## config.mk

```make
export PLATFORM = sky130hd
export DESIGN_NAME = ramfifo_ctrl_gen2
export DESIGN_NICKNAME = d
export VERILOG_FILES = /design/src/rtl/ramfifo_ctrl_gen2.sv
export SDC_FILE = /design/constraint.sdc
export NUM_CORES = 1
export LEC_CHECK = 0
export ABC_AREA = 1
export CAP_MARGIN = 0
export CORE_UTILIZATION = 30
export CTS_CLUSTER_DIAMETER = 80
export DETAILED_ROUTE_END_ITERATION = 8
export GPL_TIMING_DRIVEN = 0
export PLACE_DENSITY = 0.53
export SLEW_MARGIN = 30
export SYNTH_ARGS = -nofsm -noshare
export SYNTH_HDL_FRONTEND = slang
export SYNTH_SLANG_ARGS = --single-unit
```

## constraint.sdc

```tcl
create_clock -name clock -period 2.3 [get_ports clock]
set_input_delay 0.46 -clock clock [delete_from_list [all_inputs] [get_ports clock]]
set_output_delay 0.46 -clock clock [all_outputs]
set_load 0.05 [all_outputs]
```

## src/rtl/ramfifo_ctrl_gen2.sv

```systemverilog
// Pointer, occupancy and flag control for an external DEPTH-entry RAM FIFO.
// Addresses come from a binary counter or a full-period (zero-inclusive) LFSR.
module ramfifo_ctrl_gen2 #(
  parameter int LOG_DEP   = 6,
  parameter int ADDR_MODE = 1,
  parameter int AF_MARGIN = 4,
  parameter int AE_MARGIN = 4
) (
  input  logic               clock,
  input  logic               reset,
  input  logic               enable,
  input  logic               flush,
  input  logic               write,
  input  logic               read,
  output logic               full,
  output logic               empty,
  output logic               almost_full,
  output logic               almost_empty,
  output logic [LOG_DEP:0]   count,
  output logic               overflow,
  output logic               underflow,
  output logic               ram_wen,
  output logic [LOG_DEP-1:0] ram_waddr,
  output logic [LOG_DEP-1:0] ram_raddr,
  output logic [LOG_DEP-1:0] ram_raddr_next
);

  localparam int DEPTH = 1 << LOG_DEP;
  localparam logic [LOG_DEP:0] DEPTH_CNT = (LOG_DEP+1)'(DEPTH);
  localparam logic [LOG_DEP:0] AF_LEVEL  = (LOG_DEP+1)'(DEPTH - AF_MARGIN);
  localparam logic [LOG_DEP:0] AE_LEVEL  = (LOG_DEP+1)'(AE_MARGIN);
  localparam logic [LOG_DEP:0] CNT_ONE   = (LOG_DEP+1)'(1);
  localparam logic [LOG_DEP-1:0] PTR_ONE = LOG_DEP'(1);

  // Maximal-length tap sets (bit positions, MSB always included) per width.
  function automatic logic [15:0] tap_mask(input int n);
    case (n)
      2:       tap_mask = 16'h0003;
      3:       tap_mask = 16'h0006;
      4:       tap_mask = 16'h000C;
      5:       tap_mask = 16'h0014;
      6:       tap_mask = 16'h0030;
      7:       tap_mask = 16'h0060;
      8:       tap_mask = 16'h00B8;
      9:       tap_mask = 16'h0110;
      10:      tap_mask = 16'h0240;
      11:      tap_mask = 16'h0500;
      12:      tap_mask = 16'h0829;
      13:      tap_mask = 16'h100D;
      14:      tap_mask = 16'h2015;
      15:      tap_mask = 16'h6000;
      16:      tap_mask = 16'hD008;
      default: tap_mask = 16'h0000;
    endcase
  endfunction

  localparam logic [15:0]        TAP_ALL = tap_mask(LOG_DEP);
  localparam logic [LOG_DEP-1:0] TAPS    = TAP_ALL[LOG_DEP-1:0];

  // Inverting feedback when the low bits are all zero splices state 0 into
  // the cycle (100..0 -> 0 -> 1), giving a period of exactly DEPTH.
  function automatic logic [LOG_DEP-1:0] succ(input logic [LOG_DEP-1:0] x);
    logic fb;
    fb = 1'b0;
    if (ADDR_MODE == 0) begin
      succ = x + PTR_ONE;
    end else begin
      fb   = (^(x & TAPS)) ^ (x[LOG_DEP-2:0] == '0);
      succ = {x[LOG_DEP-2:0], fb};
    end
  endfunction

  logic [LOG_DEP-1:0] head_reg, tail_reg;
  logic [LOG_DEP:0]   count_reg, count_next;
  logic               overflow_reg, underflow_reg;
  logic               full_int, empty_int;
  logic               vw, vr;

  assign full_int  = (count_reg == DEPTH_CNT);
  assign empty_int = (count_reg == '0);

  // A read frees a slot in the same cycle, so a full FIFO still accepts read+write.
  always_comb begin
    vr = enable & read & ~empty_int & ~flush;
    vw = enable & write & (~full_int | read) & ~flush;
  end

  always_comb begin
    count_next = count_reg;
    case ({vw, vr})
      2'b10:   count_next = count_reg + CNT_ONE;
      2'b01:   count_next = count_reg - CNT_ONE;
      default: count_next = count_reg;
    endcase
  end

  always_ff @(posedge clock) begin
    if (reset || flush) begin
      head_reg      <= '0;
      tail_reg      <= '0;
      count_reg     <= '0;
      overflow_reg  <= 1'b0;
      underflow_reg <= 1'b0;
    end else begin
      if (vw) tail_reg <= succ(tail_reg);
      if (vr) head_reg <= succ(head_reg);
      count_reg <= count_next;
      if (enable & write & ~vw) overflow_reg  <= 1'b1;
      if (enable & read & ~vr)  underflow_reg <= 1'b1;
    end
  end

  assign full           = full_int;
  assign empty          = empty_int;
  assign almost_full    = (count_reg >= AF_LEVEL);
  assign almost_empty   = (count_reg <= AE_LEVEL);
  assign count          = count_reg;
  assign overflow       = overflow_reg;
  assign underflow      = underflow_reg;
  assign ram_wen        = vw;
  assign ram_waddr      = tail_reg;
  assign ram_raddr      = head_reg;
  assign ram_raddr_next = succ(head_reg);

endmodule

```

-- Yosys cells after proc, flatten, opt, wreduce, memory -nomap -nowiden
Cells that the tools add are included.
- $add $sub $neg: 2
- order comparisons: 2
- equal/unequal tests: 3
- mux-type cells: 1
- bitwise logic cells: 16
- reduce and logical (&&, ||, !) cells: 7
- operators with widths (kind ; count):
    7-bit one-hot mux with 2 select lines ; 1
    6-bit XOR reduction ; 2
    5-bit logical NOT ; 2
    1-bit AND ; 8
    7-bit by 1-bit adder with 7-bit output (second input constant) ; 1
    7-bit == test (second input constant) ; 1
    7-bit by 6-bit greater-or-equal comparator with 1-bit output (second input constant) ; 1
    7-bit by 3-bit less-or-equal comparator with 1-bit output (second input constant) ; 1
    7-bit logical NOT ; 1
    7-bit by 1-bit subtractor with 7-bit output (second input constant) ; 1
    1-bit inverter ; 5
    2-bit by 1-bit == test with 1-bit output (second input constant) ; 1
    2-bit == test (second input constant) ; 1
    2-bit nonzero test ; 1
    1-bit bitwise XOR ; 2
    1-bit logical OR ; 1
    1-bit bitwise OR ; 1
- flip-flop bits (word level): 21
- bits of input ports: 6
- output and inout port bits: 32
- logic and storage cells: 36

-- Longest topological paths before layout
Gate-level depths: netlist of run 1.
- depth after elaboration: 7
- gate-level depth with buffers: 17
- depth with buffers taken out: 17

-- Worst setup path before layout of run 1
No wires, ideal clock.
- kind: reg-to-output
- from: reg count_reg[2] (netlist: count[2])
- to: out almost_full
- data arrival time: 2.540 ns
- data required time: 1.840 ns
- setup slack: -0.700 ns
- cell stages (with the launch flop): 3
- buffers on the path: 0
- cells stage by stage: dfxtp_1 -> inv_1 -> o41ai_1
- cells in the longest elaborated chain, start to end: 1
- RTL lines (what ; line ; text):
    start, declared ; 74 ; logic [LOG_DEP:0] count_reg, count_next;
    start signal, assigned ; 107 ; count_reg <= count_next;
    7-bit by 6-bit greater-or-equal comparator with 1-bit output ; 115 ; assign almost_full = (count_reg >= AF_LEVEL);
    end, declared ; 17 ; output logic almost_full,
Every way passes these cells.

-- Worst setup path in the final report of run 1
- from: in enable
- to: reg count_reg[4] (netlist: count[4])
- cells in the longest elaborated chain, start to end: 5
- elaborated cells between the ends (all ways): 10
- those cells by class: eq/ne: 2; mux: 1; bitwise: 6; reduce/logical: 1
- RTL lines (what ; line ; text):
    start, declared ; 11 ; input logic enable,
    1-bit AND (on tied branches) (3 in series) ; 84, 85 ;
    2-bit by 1-bit == test with 1-bit output / 2-bit == test (equally long branches) ; 90 ; case ({vw, vr})
    7-bit one-hot mux with 2 select lines / 2-bit nonzero test (equally long branches) ; n/a ;
Several ways; a longest one is shown, not always the timed one.
A chain may end at the register's enable or synchronous reset.

==> metrics.txt, run 1 <==
result of the run=finished clean; Hold Path Class=flip-flop to flip-flop; worst-case reg-to-reg path depth=16; clock tree root driver cell=clkbuf_8; Power, Total=876 µW; area of the die=4720 µm²; Total Routing Usage GR=0.152; wire length of the first global-routing pass=5260 µm; Final Setup Violations=0; leakage power=0.000889 µW; cell area power density=443 nW/µm²; drc violations=0; area of all placed cells without fillers=1980 µm²; initial cell density of the core=0.322; number of flip-flops and latches in the synthesized netlist=21; aggregate routed wire length=3250 µm; Total Neg Setup Slack=0 ns; cts hold-fix bufs=0; register clock-pin slew on the reported worst setup and hold paths=0.07 ns; count of boundary I/O pins=38; Worst EP arrival=2.45 ns; maximum fanout along the worst path=5; setup slack, reg-to-reg=0.13 ns; Inserted Diodes=0; data required time at the worst endpoint=2.50 ns; worst max-slew margin expressed relative to the limit=0.663; CTS tree=built; area of the placeable core=4140 µm²; area added between synthesis and finish=48.2%; number of max-cap violations=0; largest buffer count on any clock path=2; Clk Latency, worst-skew pair=0.26 ns; multi-input combinational cell area=830 µm²; share of async-settable or async-resettable flops after synthesis=0; remaining number of nets flagged by the antenna check after routing=0; unrepaired setup endpoints after global routing=true; Final Net Count=261; EDFF count, synth=0; number of clock sinks seen by CTS=21; area of all sequential standard cells=447 µm²; fillers=431; nets in the synthesized netlist=211; Post-Syn Area=1330 µm²; post-layout worst setup margin=0.0569 ns; Worst Hold Path EP=underflow; Worst Tran Pin Value=0.504 ns; vias per cell=4.50; worst clock skew on the final layout=0.00104 ns; number of port buffers=37; post-synth cell types=30; final worst path period share=0.975; total iterations of the first detailed-routing run=4; max FFs per register=7; HP Start=underflow; maximum VDD drop=0.364 mV; Remaining Overflow, GRT=0; final number of hold-violating endpoints=0; critical register-to-register path startpoint=count[3]; count of final max-slew check failures=0; crit end category=flip-flop; mean routed wirelength per cell=10.9 µm; startpoint type of the worst setup path=input port; vias in the first global route=1173; CTS buffer count=3; number of antenna violations at the first check in global routing=0; post-place instance area=1800 µm²; number of H-tree levels=1; horizontal extent of the die=68.7 µm; number of placement rows=23; proportion of synthesized chip area in sequential cells=0.315; Synth Flop Type=dfxtp_1; synthesized instance count=198; shortest period the worst path allows=2.24 ns; share of post-route cells with drive strength above 1=0.247; number of vias after detailed routing=1336; WHS Path Cells=2; die height=68.7 µm; weighted congestion at the end of routability-driven global placement=0.759; highest achievable clock rate=446 MHz; setup slack at placement=-0.577 ns; mean area per synthesized cell=6.74 µm²; count of synthesis-stage warnings from yosys=0; critical path start-end classification=input port to flip-flop; endpoint of the worst-slack reg-to-reg timing path=count[4]; Final HPWL DP=2450 µm; maximum number of pins on one net before global-route repair=12; first-iteration detailed-routing DRC count=38
worst max-delay path, stage by stage:
cell and delay [ns]:
clkdlybuf4s50_1 0.48, nand2_1 0.11, nor2_4 0.13, nand2_4 0.09
ha_4 0.18, buf_4 0.14, ha_4 0.28, inv_1 0.05
nand2_1 0.08, nand2_1 0.08, or2_0 0.20, nand3_1 0.07
nand2_1 0.05, inv_1 0.04
how the worst max path moves through the flow:
stage               slack (ns)         start  cells after the start                 to
floorplan                 0.03      count[5]                     16           count[4]
global placement         -0.56          read                     16           count[4]
detailed placement       -0.58          read                     16           count[4]
CTS                       0.01  ram_raddr[3]                      5  ram_raddr_next[0]
global route             -0.09      count[3]                     16           count[4]
finish                    0.06        enable                     14           count[4]
what timing repair did:
item / 4_1_cts / 5_1_grt
setup endpoints to repair: 10 / 6
gates resized for setup: 18 / 7
setup buffers: 4 / 4
pin swaps: 2 / 4
synth_stat cells, types with 2 or more instances:
cell type  count  area, µm²
nand2_1       37        139
nor2_1        30        113
inv_1         27        101
dfxtp_1       21        420
nand3_1       16       80.1
a21oi_1       11       55.1
o21ai_0       10       50.1
nor2_2         8       50.1
ha_1           6       75.1
buf_4          5       37.5
inv_2          4       15.0
nand3b_1       3       22.5
nand2_2        2       12.5
xnor2_1        2       17.5
metrics by stage:
stage                     hold slack, ns   util  cells
after floorplan                    0.599      -    198
after global placement             0.455  0.435    285
after detailed placement           0.454  0.435    285
after CTS                          0.472  0.468    293
after global routing               0.495  0.477    297
final                              0.461  0.477    297
layout make-up:
type                    instances  share of cell area
plain buffers                   6              0.0215
clock buffers                   4              0.0228
inverters                      32              0.0620
multi-input cells             139               0.420
flip-flops and latches         21               0.226
well taps                      50              0.0316
repair buffers                 45               0.216
cells by family after synthesis:
family / after synthesis / share of synthesized area
xor+xnor: 2 / 0.0131
compound gates: 26 / 0.109
buf+inv: 38 / 0.124
flops: 21 / 0.315
fa+ha+maj: 7 / 0.0713
simple gates: 104 / 0.368
cell usage in the layout (no fill, tap or decap), drive strengths merged:
| master | netlist | routed |
|---|---|---|
| a21oi | 12 | 12 |
| ha | 6 | 6 |
| a211oi | 1 | 1 |
| clkbuf | 0 | 4 |
| buf | 6 | 14 |
| xnor2 | 2 | 2 |
| nor2 | 39 | 39 |
| o41ai | 1 | 1 |
| o211ai | 1 | 1 |
| fa | 1 | 1 |
| dlymetal6s2s | 0 | 1 |
| a21o | 1 | 1 |
| nand3 | 18 | 18 |
| or2 | 3 | 3 |
| dlygate4sd2 | 0 | 5 |
| o21ai | 10 | 10 |
| inv | 32 | 32 |
| dfxtp | 21 | 21 |
| clkdlybuf4s15 | 0 | 1 |
| nand3b | 3 | 3 |
| nand2 | 40 | 40 |
| nor3 | 1 | 1 |
| clkdlybuf4s50 | 0 | 30 |
report_power, final:
part	internal (µW)	switching, µW	leakage (µW)
Clock	123	116	0.0000228
Sequential	369	12.8	0.000176
Combinational	89.3	165	0.000690
metal layers:
metal / up-vias / GRT usage / wire, µm
met1: 596 / 0.199 / 1610
li1: 719 / - / -
met3: 2 / 0.0395 / 99
met2: 19 / 0.249 / 1520
met5: - / 0 / 0
met4: 0 / 0.0313 / 22
Note: power is estimated with default switching activity, not from simulation.
==> inputs of run 2 (changes only) <==
- CORE_MARGIN: default -> 8
==> run 2 against run 1 <==
Die area rose by 45%; clock skew is 0.0023 ns higher; sequential power about the same; first-iteration DRC count increased by 21%; register-to-register slack barely moved; critical endpoint is now count[6]; total power barely moved; highest routed layer is now met3; largest power group unchanged; design area fell by 1.0%; critical path type unchanged.
==> metrics.txt, run 2 (synthesized netlist as in run 1, its figures left out) <==
result of the run=finished clean; weighted congestion at the end of routability-driven global placement=0.728 (-4.1%); Final HPWL DP=2710 µm (+11%); drc violations=0 (unchanged); CTS tree=built; endpoint of the worst-slack reg-to-reg timing path=count[4]; share of post-route cells with drive strength above 1=0.252 (+0.00507); Worst Hold Path EP=underflow; Crit path largest cell delay=0.46 ns (-0.02 ns); number of port buffers=37 (unchanged); shortest period the worst path allows=2.25 ns (+0.00331 ns); cts hold-fix bufs=0 (unchanged); HP Start=underflow; Clk Latency, worst-skew pair=0.26 ns (about the same); Crit-path slowest cell=clkdlybuf4s50_1; number of clock sinks seen by CTS=21 (unchanged); register clock-pin slew on the reported worst setup and hold paths=0.08 ns (about the same); mean routed wirelength per cell=12.3 µm (+12%); Hold Path Class=flip-flop to flip-flop; area of the die=6840 µm² (+45%); maximum number of pins on one net before global-route repair=12 (unchanged); number of H-tree levels=1 (unchanged); final standard cell count with taps included and fillers excluded=298 (+0.34%); area added between synthesis and finish=46.7%; clock tree root driver cell=clkbuf_8; vias in the first global route=1246 (+6.2%); worst-case reg-to-reg path depth=16 (unchanged); largest buffer count on any clock path=2 (unchanged); worst max-slew margin expressed relative to the limit=0.660 (-0.00348); Crit path max-delay family=buffers and inverters; horizontal extent of the die=82.7 µm (+20%); data required time at the worst endpoint=2.46 ns (-0.04 ns); WHS Path Cells=2 (unchanged); number of placement rows=24 (+4.3%); number of vias after detailed routing=1355 (+1.4%); highest achievable clock rate=445 MHz (-0.15%); total placed cells including tap cells=287 (+0.70%); number of antenna violations at the first check in global routing=0 (unchanged); first-iteration detailed-routing DRC count=46 (+21%); maximum fanout along the worst path=6 (+1); Final Net Count=260 (-0.38%); leading cell types in the layout, fill and taps excluded=nand2_1 (33), nor2_1 (29), clkdlybuf4s50_1 (28), inv_1 (20), nand3_1 (16); area of the placeable core=4320 µm² (+4.3%); max FFs per register=7 (unchanged); Worst Tran Pin Value=0.509 ns (+0.00446 ns); cell area power density=447 nW/µm² (+0.97%); aggregate routed wire length=3660 µm (+13%); cell breakdown of the critical path=clkdlybuf4s50_1 > nand2_1 > nor2_4 > nand2_4 > ha_4 > buf_4 > ha_1 > a21oi_1 > nand3_1 > nand2_1 > nand3_1 > nand2_1 > inv_1; final number of hold-violating endpoints=0 (unchanged); count of final max-slew check failures=0 (unchanged); worst clock skew on the final layout=0.00334 ns (+0.00230 ns); vias per cell=4.55 (+1.1%); leakage power=0.000917 µW (+3.2%); unrepaired setup endpoints after global routing=true; Final Setup Violations=0 (unchanged); maximum VDD drop=0.369 mV (+1.3%); Inserted Diodes=0 (unchanged); final worst path period share=0.977 (+0.00144); Remaining Overflow, GRT=0 (unchanged); cell occurring most often along the worst timing path=nand2_1; count of boundary I/O pins=38 (unchanged); CTS buffer count=3 (unchanged); post-layout worst setup margin=0.0536 ns (-0.00331 ns); area of all placed cells without fillers=1960 µm² (-1.0%); initial cell density of the core=0.308 (-0.0134); setup slack, reg-to-reg=0.12 ns (about the same); Critical path buffers and inverters=3 (-1); die height=82.7 µm (+20%); critical register-to-register path startpoint=count[4]; setup slack at placement=-0.572 ns (+0.00513 ns); number of max-cap violations=0 (unchanged); startpoint type of the worst setup path=input port; post-place instance area=1810 µm² (+0.14%); Total Routing Usage GR=0.106 (-0.0454); critical path start-end classification=input port to flip-flop; wire length of the first global-routing pass=5690 µm (+8.1%); fraction of the core area covered by cells at the end of the flow=0.453 (-0.0245); remaining number of nets flagged by the antenna check after routing=0 (unchanged); crit end category=flip-flop; most common library cell in the layout ignoring fill and taps=nand2_1; Worst EP arrival=2.41 ns (-0.04 ns); Total Neg Setup Slack=0 ns (unchanged); total iterations of the first detailed-routing run=4 (unchanged)
run 2: changes by cell type in the layout (fill, tap and decap cells not counted), sizes merged:
cell / change
clkdlybuf4s15: -1
dlymetal6s2s: +2
clkdlybuf4s50: -2
run 2: metrics by stage:
step	power, µW	hold slack, ns
finish	875	0.465
global route	937	0.483
CTS	883	0.465
detailed placement	636	0.453
global placement	636	0.452
floorplan	560	0.599
run 2: tightest hold or removal path: stages (launching register included):
cell     delay [ns]
dfxtp_1        0.32
inv_1          0.05
a21oi_1        0.05
run 2: final cells by class:
| class | instances | area [µm²] |
|---|---|---|
| clock buffers | 4 | 45.0 |
| multi-input cells | 139 | 811 |
| inverters | 32 | 128 |
| repair buffers | 44 | 419 |
| plain buffers | 6 | 42.5 |
| flip-flops and latches | 21 | 447 |
| fillers | 481 | 2370 |
| well taps | 52 | 65.1 |
run 2: worst max path at each step:
stage	start	endpoint	slack (ns)	depth (start not counted)
after floorplan	count[5]	count[4]	0.03	16
after detailed placement	enable	count[4]	-0.57	16
after CTS	count[5]	count[4]	0.004	16
final	write	count[6]	0.05	13
after global routing	count[5]	count[4]	-0.07	16
after global placement	enable	count[4]	-0.58	16
run 2: per-layer routing:
metal | track usage | routed length (µm) | vias up | part of all wire
met5 | 0 | 0 | - | 0
met4 | 0.0276 | 0 | 0 | 0
met3 | 0.0271 | 166 | 0 | 0.045
met2 | 0.176 | 1900 | 25 | 0.52
met1 | 0.134 | 1600 | 615 | 0.44
li1 | - | - | 715 | -
run 2: what timing repair did:
| action | 4_1_cts | 5_1_grt |
|---|---|---|
| pin swaps | 1 | 7 |
| setup buffers | 2 | 5 |
| setup endpoints to repair | 11 | 4 |
| gates resized for setup | 14 | 19 |
run 2: report_power, final:
part	internal, µW	total, µW	switching, µW
clock network	123	241	118
registers	369	382	12.9
logic	85.2	252	167
total	577	875	298
==> inputs of run 3 (changes only) <==
- PLACE_DENSITY: 0.53 -> default
==> run 3 against run 2 <==
First-iteration DRC count increased by 70%; via count decreased by 2.7%; combinational power about the same; final cell count unchanged; non-clock buffer count unchanged; register-to-register slack about the same; routed wire length decreased by 5.3%; critical endpoint is now ram_wen; clock skew increased by 0.0033 ns; setup slack improved by 0.067 ns; die area unchanged; total power increased by 0.32%; flip-flop and latch count unchanged.
==> metrics.txt, run 3 (synthesized netlist as in run 1, its figures left out) <==
vias in the first global route=1226 (-1.6%); number of H-tree levels=1 (unchanged); worst max-slew margin expressed relative to the limit=0.651 (-0.00867); leakage power=0.000908 µW (-0.98%); number of clock sinks seen by CTS=21 (unchanged); HP Start=underflow; data required time at the worst endpoint=1.84 ns (-0.62 ns); Clk Latency, worst-skew pair=0.26 ns (about the same); Worst Tran Pin Value=0.522 ns (+0.0130 ns); Inserted Diodes=0 (unchanged); final number of hold-violating endpoints=0 (unchanged); multi-input combinational cell area=818 µm² (+0.93%); startpoint type of the worst setup path=input port; portion of total power attributed to combinational logic=0.289 (about the same); highest achievable clock rate=459 MHz (+3.1%); maximum number of pins on one net before global-route repair=12 (unchanged); Remaining Overflow, GRT=0 (unchanged); maximum VDD drop=0.236 mV (-36%); worst hold slack across all endpoints=0.464 ns (-0.00134 ns); max FFs per register=7 (unchanged); Final Net Count=260 (unchanged); critical path start-end classification=input port to output pin; Final HPWL DP=2630 µm (-2.9%); register clock-pin slew on the reported worst setup and hold paths=0.07 ns (about the same); Critical Path Source=write; area of the placeable core=4320 µm² (unchanged); drc violations=0 (unchanged); total iterations of the first detailed-routing run=4 (unchanged); met1 capacity usage during global routing=0.135 (+0.00138); number of antenna violations at the first check in global routing=0 (unchanged); area of all sequential standard cells=447 µm² (unchanged); number of port buffers=37 (unchanged); Clk pwr share=0.277 (about the same); switching share of power=0.340 (-0.000340); CTS buffer count=3 (unchanged); area added between synthesis and finish=46.9%; met3 usage in global routing=0.0325 (+0.00541); CTS tree=built; most crowded layer after global routing=met2; fillers=464 (-3.5%); mean routed wirelength per cell=11.6 µm (-5.3%); share of post-route cells with drive strength above 1=0.240 (-0.0122); leading cell types in the layout, fill and taps excluded=nand2_1 (35), nor2_1 (29), clkdlybuf4s50_1 (28), inv_1 (22), nand3_1 (16); first-iteration detailed-routing DRC count=78 (+70%); number of placement rows=24 (unchanged); largest buffer count on any clock path=2 (unchanged); final standard cell count with taps included and fillers excluded=298 (unchanged); Total Routing Usage GR=0.104 (-0.00214); cell internal power dissipation=580 µW (+0.37%); aggregate routed wire length=3470 µm (-5.3%); result of the run=finished clean; shortest period the worst path allows=2.18 ns (-0.0670 ns); number of vias after detailed routing=1319 (-2.7%); unrepaired setup endpoints after global routing=true; Worst EP arrival=1.72 ns (-0.69 ns); final worst path period share=0.948 (-0.0291); crit end category=output pin; remaining number of nets flagged by the antenna check after routing=0 (unchanged); met2 Track Usage GR=0.166 (-0.0101); initial cell density of the core=0.308 (unchanged); horizontal extent of the die=82.7 µm (unchanged); weighted congestion at the end of routability-driven global placement=0.789 (+8.3%); number of max-cap violations=0 (unchanged); wire length of the first global-routing pass=5640 µm (-0.97%); Hold Path Class=flip-flop to flip-flop; total placed cells including tap cells=287 (unchanged); most common library cell in the layout ignoring fill and taps=nand2_1; count of final max-slew check failures=0 (unchanged); clock tree root driver cell=clkbuf_8; cell area power density=448 nW/µm² (+0.19%); maximum fanout along the worst path=6 (unchanged); Reg power frac=0.434 (-0.002); cts hold-fix bufs=0 (unchanged); Final Setup Violations=0 (unchanged); count of boundary I/O pins=38 (unchanged); power dissipated by switching net loads=299 µW (+0.21%); die height=82.7 µm (unchanged); worst clock skew on the final layout=0.00660 ns (+0.00326 ns); area of the die=6840 µm² (unchanged); vias per cell=4.43 (-2.7%); critical register-to-register path startpoint=count[4]
run 3: power by group through the flow:
| stage | sequential (µW) | clock [µW] | combinational, µW |
|---|---|---|---|
| final | 381 | 243 | 253 |
| after global routing | 384 | 270 | 275 |
| after CTS | 381 | 250 | 253 |
| after detailed placement | 389 | 0 | 246 |
| after global placement | 389 | 0 | 245 |
| after floorplan | 424 | 0 | 135 |
run 3: per-layer routing:
layer  routed length (µm)  share of wire  vias up
li1                     -              -      716
met1                 1660           0.48      576
met2                 1600           0.46       25
met4                   11         0.0032        0
met3                  206          0.059        2
met5                    0              0        -
run 3: final cells by class:
cell class              instances  area share
repair buffers                 44       0.214
plain buffers                   6      0.0217
well taps                      52      0.0332
multi-input cells             139       0.418
inverters                      32      0.0626
flip-flops and latches         21       0.228
clock buffers                   4      0.0230
run 3: worst max-delay path: stages:
cell             delay, ns
clkdlybuf4s50_1       0.47
nand2_2               0.08
nor2_4                0.11
nand2_4               0.07
buf_4                 0.15
inv_4                 0.10
buf_2                 0.27
run 3: worst paths after layout:
path / slack, ns / endpoint / cells past startpoint
setup / recovery: 0.12 / ram_wen / 7
hold / removal: 0.46 / underflow / 2
setup reg to reg: 0.12 / count[4] / 16
hold reg to reg: 0.46 / underflow / 2
run 3: stage by stage:
step                      TNS, ns  power [µW]  setup WS, ns   util  instance area (µm²)
final                           0         878         0.121  0.453                 1960
after floorplan                 0         560        0.0272      -                 1370
after detailed placement    -2.96         635        -0.603  0.418                 1810
after CTS                       0         884       0.00342  0.445                 1920
after global routing       -0.101         929        -0.101  0.453                 1960
after global placement      -2.93         634        -0.579  0.418                 1810
run 3: timing repair:
item,4_1_cts,5_1_grt
buffers inserted,3,4
endpoints found under the setup margin,10,5
resized for setup,18,10
pin swaps,1,4
